**config.mk**
```make
export PLATFORM = sky130hd
export DESIGN_NAME = bp_fe_queue_rolly
export DESIGN_NICKNAME = d
export VERILOG_FILES = /design/src/rtl/bp_fe_queue_rolly.sv
export SDC_FILE = /design/constraint.sdc
export NUM_CORES = 1
export LEC_CHECK = 0
export ABC_CLOCK_PERIOD_IN_PS = 27000
export CAP_MARGIN = 20
export CORE_ASPECT_RATIO = 0.7
export CORE_UTILIZATION = 60
export DETAILED_ROUTE_END_ITERATION = 10
export DONT_BUFFER_PORTS = 1
export GPL_TIMING_DRIVEN = 0
export PLACE_DENSITY = 0.72
export SETUP_SLACK_MARGIN = 0.05
export SYNTH_ARGS = -nofsm -noshare
export SYNTH_HDL_FRONTEND = slang
export SYNTH_SLANG_ARGS = --single-unit
```
**constraint.sdc**
```tcl
create_clock -name clk_i -period 27 [get_ports clk_i]
set_clock_uncertainty 0.1 [all_clocks]
set_input_delay 8.1 -clock clk_i [delete_from_list [all_inputs] [get_ports clk_i]]
set_output_delay 8.1 -clock clk_i [all_outputs]
set_load 0.01 [all_outputs]
```
**src/rtl/bp_fe_queue_rolly.sv**
```systemverilog
// Checkpointing FIFO between fetch and the back-end checker.
// Entries stay resident until committed so a flush can replay them.
module bp_fe_queue_rolly #(
    parameter int width_p = 104,
    parameter int els_p   = 8
) (
    input  logic               clk_i,
    input  logic               reset_i,
    input  logic [width_p-1:0] fe_queue_i,
    input  logic               fe_queue_v_i,
    output logic               fe_queue_ready_o,
    output logic [width_p-1:0] fe_queue_o,
    output logic               fe_queue_v_o,
    input  logic               fe_queue_yumi_i,
    input  logic               fe_queue_clr_i,
    input  logic               fe_queue_deq_i,
    input  logic               fe_queue_roll_i
);

    localparam int lg_lp    = $clog2(els_p);
    localparam int ptr_w_lp = lg_lp + 1;

    typedef logic [ptr_w_lp-1:0] ptr_t;

    localparam ptr_t els_ptr_lp = ptr_t'(els_p);

    ptr_t wptr_q, wptr_d;
    ptr_t rptr_q, rptr_d;
    ptr_t cptr_q, cptr_d;
    ptr_t r1;

    logic [width_p-1:0] mem_q [els_p];

    logic full, empty;
    logic enq, yumi_v, mem_we;

    // Wrap bit separates full from empty, so no special case at els_p
    assign full  = (wptr_q - cptr_q) == els_ptr_lp;
    assign empty = (rptr_q == wptr_q);

    assign fe_queue_ready_o = ~full;
    assign fe_queue_v_o     = ~empty;
    assign fe_queue_o       = mem_q[rptr_q[lg_lp-1:0]];

    assign enq    = fe_queue_v_i & ~full;
    assign yumi_v = fe_queue_yumi_i & ~empty & ~fe_queue_roll_i;
    assign r1     = rptr_q + ptr_t'(yumi_v);
    assign mem_we = enq & ~fe_queue_clr_i;

    always_comb begin
        wptr_d = wptr_q;
        rptr_d = r1;
        cptr_d = cptr_q;
        if (fe_queue_roll_i) begin
            rptr_d = cptr_q;
        end else if (fe_queue_deq_i) begin
            cptr_d = r1;
        end
        if (fe_queue_clr_i) begin
            wptr_d = fe_queue_roll_i ? cptr_q : r1;
        end else if (enq) begin
            wptr_d = wptr_q + ptr_t'(1);
        end
    end

    always_ff @(posedge clk_i) begin
        if (reset_i) begin
            wptr_q <= '0;
            rptr_q <= '0;
            cptr_q <= '0;
        end else begin
            wptr_q <= wptr_d;
            rptr_q <= rptr_d;
            cptr_q <= cptr_d;
        end
    end

    always_ff @(posedge clk_i) begin
        if (mem_we) begin
            mem_q[wptr_q[lg_lp-1:0]] <= fe_queue_i;
        end
    end

    a_no_yumi_empty: assert property (
        @(posedge clk_i) disable iff (reset_i)
        fe_queue_yumi_i |-> fe_queue_v_o
    );

    a_ptr_order: assert property (
        @(posedge clk_i) disable iff (reset_i)
        ((rptr_q - cptr_q) <= (wptr_q - cptr_q))
        && ((wptr_q - cptr_q) <= els_ptr_lp)
    );

endmodule

```
# After elaboration in Yosys (flattened, before gate mapping)
# Memories as Yosys holds them, arrays and structs flattened. A register that Yosys moved wholly into a read port is not among the register bits.
# Cells that the tools add are included.
# W data, S select, Z words.
[totals]
register_bits = 12
ram_bits = 832
inputBits = 111
wordCells = 25
mem_count = 1
[classes]
addsub = 3
n_eq_ne = 2
muxes = 6
bitwise = 8
n_reduce_logical = 2
[memory_table]
columns = ["memory", "depth", "width", "rd", "rd_clocked_by_memory_dff", "wr", "line", "source"]
rows = [
  ["mem_q", 8, 104, 1, 1, 1, "32", "logic [width_p-1:0] mem_q [els_p];"],
]
[ops]
columns = ["op", "n"]
rows = [
  ["$mux W4", 3],
  ["$add A4 B1 Y4", 1],
  ["$add A4 B1 Y4 const B", 1],
  ["$and A1 B1 Y1", 4],
  ["$eq A4 B4 Y1", 1],
  ["$eq A4 B4 Y1 const B", 1],
  ["$not A1 Y1", 4],
  ["$sub A4 B4 Y4", 1],
  ["$mux W3", 1],
  ["$mux W1", 2],
  ["$reduce_and A2 Y1", 1],
  ["$reduce_bool A2 Y1", 1],
]

# Longest topological paths before layout
[depth]
depth_word = 7
mapped_depth = 12
mapped_depth_nobuf = 10

# Worst setup path before layout
# No wires, ideal clock.
[synth_timing]
path_kind = "in2reg"
start = "in fe_queue_clr_i"
end = "mem mem_q[0][0], enable pin"
setup_ps = 694
t_arrival_ps = 15584
slack_ps = 10623
cell_stages = 4
path_buffers = 1
path_cell_list = "clkbuf_1 -> nor2_1 -> nand3_1 -> nor3_1"
[synth_between]
elab_chain_cells = 4
[synth_rtl]
columns = ["element", "line", "source"]
rows = [
  ["from (decl)", "15", "input logic fe_queue_clr_i,"],
  ["$not A1 Y1", "48", "assign mem_we = enq & ~fe_queue_clr_i;"],
  ["$and A1 B1 Y1", "48", ""],
  ["$mux W1", "79", "if (mem_we) begin"],
  ["$mux W1 (not written as such)", "80", "mem_q[wptr_q[lg_lp-1:0]] <= fe_queue_i;"],
  ["to (decl)", "32", ""],
]
# Every way passes these cells.

==> results.sh <==
export IMPL_clk_latency_ns=0.60
export IMPL_cts_path_max_buffers=3
export IMPL_path_cells="clkbuf_1 > buf_1 > mux4_2 > mux2_2"
export IMPL_ys_warnings_count=0
export IMPL_synth_compound_area_share=0.00383
export IMPL_gp_congestion=0.825
export IMPL_row_count=70
export IMPL_ant_nets=0
export IMPL_dp_hpwl_mm=39.9
export IMPL_critPathLaunchType="flop"
export IMPL_power_density_nw_per_um2=72.2
export IMPL_first_global_vias=14300
export IMPL_hold_violations=0
export IMPL_drv_cap=0
export IMPL_num_fill_cells=3118
export IMPL_rsz0062_at_grt="no"
export IMPL_finalCriticalPeriod_ns=11.40
export IMPL_r2r_slack_ns=22.84
export IMPL_synth_simple_area_share=0.00789
export IMPL_worst_slack_ns=15.60
export IMPL_cts_tree="done"
export IMPL_fin_crit_sh=0.422
export IMPL_pre_cts_ws_ns=16.12
export IMPL_ioPinCount=217
export IMPL_async_reset_ff_frac=0
export IMPL_die_area_um2=54300
export IMPL_swShare=0.197
export IMPL_start_util=0.610
export IMPL_synthXorXnorAreaFrac=0.00191
export IMPL_grt_first_pass_wirelength_mm=93.6
export IMPL_setup_violations=0
export IMPL_slew_headroom=0.301
export IMPL_pwr_share_clk=0.390
export IMPL_p_sw_mw=0.514
export IMPL_ys_ff_latch=844
export IMPL_dr_pass1_iters=5
export IMPL_worstPathArrival_ns=3.20
export IMPL_ys_seq_area_frac=0.788
export IMPL_grt_max_degree=27
export IMPL_final_cell_mix="edfxtp_1, mux4_2, mux2_2"
export IMPL_slowest_stage="clkbuf_1"
export IMPL_status="finished, final reports clean"
export IMPL_drc_errors=0
export IMPL_overflow=0
export IMPL_postCtsSetupBuffers=0
export IMPL_num_nets_final=1554
export IMPL_crit_end="fe_queue_o[89]"
export IMPL_startpoint="rptr_q[1]"
export IMPL_vdd_drop_max_v=0.0000510
export IMPL_drv_slew=0
export IMPL_seqPwrFrac=0.563
export IMPL_max_freq_mhz=87.7
export IMPL_worstSetupPathType="flop to output pin"
export IMPL_syn_to_final_growth_pct=12.8
export IMPL_dieHeight_um=195
export IMPL_clk_transition_reported_paths_ns=0.06
export IMPL_timing_rr_end="mem_q[0][62]"
export IMPL_slowest_delay_ns=0.80
export IMPL_drt_initial_drc_count=1366
export IMPL_syn_area_um2=32000
export IMPL_die_x_um=278
export IMPL_synthTopCellsByArea="edfxtp_1, mux4_2, mux2_2"
export IMPL_min_path_type="flop to flop"
export IMPL_synth_nets=1424
export IMPL_cp_end_kind="output pin"
export IMPL_antenna_found_initial=0
export IMPL_crit_family="buffers and inverters"
export IMPL_synth_top_cell_area_share=0.780
export IMPL_min_from="cptr_q[2]"
export IMPL_crit_cells=4
export IMPL_synth_avg_cell_area_um2=24.5
export IMPL_core_area_um2=52500
export IMPL_crit_fanout=10
export IMPL_cp_num_buf_inv=2
export IMPL_vias=13800
export IMPL_rr_worst_depth=12
export IMPL_p_leak_nw=11.0
export IMPL_synthMuxAreaShare=0.185
export IMPL_p_int_mw=2.09
export IMPL_yosysUniqueCellTypes=38
export IMPL_wl_per_cell_um=28.7
export IMPL_required_ns=18.80
export IMPL_synth_edff_count=832
export IMPL_hold_buffers=0
export IMPL_final_common_cell="edfxtp_1"
export IMPL_wirelength_mm=62.5
export IMPL_setup_tns_ns=0
export IMPL_root_buffer="clkbuf_16"
export IMPL_cts_resized=0
export IMPL_synth_top_area_cell="edfxtp_1"
export IMPL_cts_made_buffers=76
export IMPL_avgViaCountPerCell=6.32
export IMPL_drive_gt1_frac=0.334
export IMPL_synth_fa_ha_area_frac=0.00234
export IMPL_syn_inst=1307
export IMPL_ys_dominant_reg_cell="edfxtp_1"
export IMPL_rr_startpoint="cptr_q[2]"
export IMPL_port_buffers=0
export IMPL_p_comb_frac=0.048
export IMPL_antennaDiodeCount=0
export IMPL_synth_top_family_by_area="multiplexers"
export IMPL_worstMarginPinSlew_ns=1.05
export IMPL_grt_total_usage=0.239
export IMPL_htreeDepth=3
export IMPL_clock_sinks=844
==> how the worst min path moves through the flow <==
stage          depth (start not counted)  slack (ns)   endpoint
6_report                               2        0.43  cptr_q[2]
5_1_grt                                2        0.46  rptr_q[1]
3_3_place_gp                           2        0.41  cptr_q[2]
2_1_floorplan                          2        0.38  cptr_q[0]
3_5_place_dp                           2        0.42  cptr_q[2]
4_1_cts                                2        0.43  cptr_q[2]
==> per-stage QoR <==
step	power [mW]	std cells	cell area, µm²	hold WS (ns)	util
6_report	2.61	2179	36100	0.430	0.688
5_1_grt	2.68	2179	36100	0.464	0.688
4_1_cts	2.63	2179	36100	0.425	0.688
3_5_place_dp	1.62	2043	33800	0.417	0.644
3_3_place_gp	1.62	1991	32900	0.410	0.627
2_1_floorplan	1.59	1307	32000	0.381	-
==> routing by layer <==
metal / track usage / routed length, µm / vias up
met3: 0.0668 / 4870 / 97
met4: 0.0626 / 1330 / 0
met1: 0.332 / 25800 / 7348
met5: 0 / 0 / -
met2: 0.381 / 30500 / 485
li1: - / - / 5847
==> registers in the layout, summed over array words and instances, names as in the netlist <==
signal,flops
wptr_q,4
cptr_q,4
mem_q,832
rptr_q,4
==> synthesized netlist by cell type, drive strengths merged, types with 2 or more instances <==
cell type	instances
edfxtp	832
mux4	208
mux2	106
buf	33
clkbuf	30
nor2	14
dfxtp	12
nand2b	8
xnor2	7
ha	6
inv	6
nand2	5
nor3	5
nand3	4
and2	3
mux2i	3
nand4	3
a211oi	2
o2bb2ai	2
or3	2
==> logic make-up (layout without fill, tap and decap cells) <==
kind of cell               after synthesis  in the layout
AOI/OAI and AO/OA                       15             15
buffers and inverters                   69            257
and+or+nand+nor                         49             49
xor gates and xnor gates                 7              7
DFF                                    844            844
adders and majority gates                6              6
muxes                                  317            317
==> power by group through the flow <==
| stage | logic (mW) | registers [mW] | clock network, mW |
|---|---|---|---|
| after floorplan | 0.0879 | 1.50 | 0 |
| after global placement | 0.116 | 1.51 | 0 |
| after detailed placement | 0.126 | 1.50 | 0 |
| after CTS | 0.127 | 1.47 | 1.04 |
| after global routing | 0.132 | 1.47 | 1.08 |
| final | 0.124 | 1.47 | 1.02 |
==> layout make-up <==
cell class                 count  area, µm²  share of cell area
multi-input combinational    394       6470               0.179
tap                          684        856              0.0237
timing repair buffer          52        858              0.0238
sequential                   844      25200               0.698
clock inverter                38        269             0.00745
inverter                       6       22.5            0.000624
buffer                        63        355             0.00984
clock buffer                  98       2060              0.0570
==> worst reg2reg max path, delay by kind of cell (launching register included) <==
kind                     cells  cell delay, ns
AND/OR/NAND/NOR              3            1.47
buffers and inverters        6            0.98
AO/OA/AOI/OAI                2            0.64
adder cells (fa/ha/maj)      1            0.31
flip-flops                   1            0.36
No activity file was read; power rests on OpenSTA's default activity.
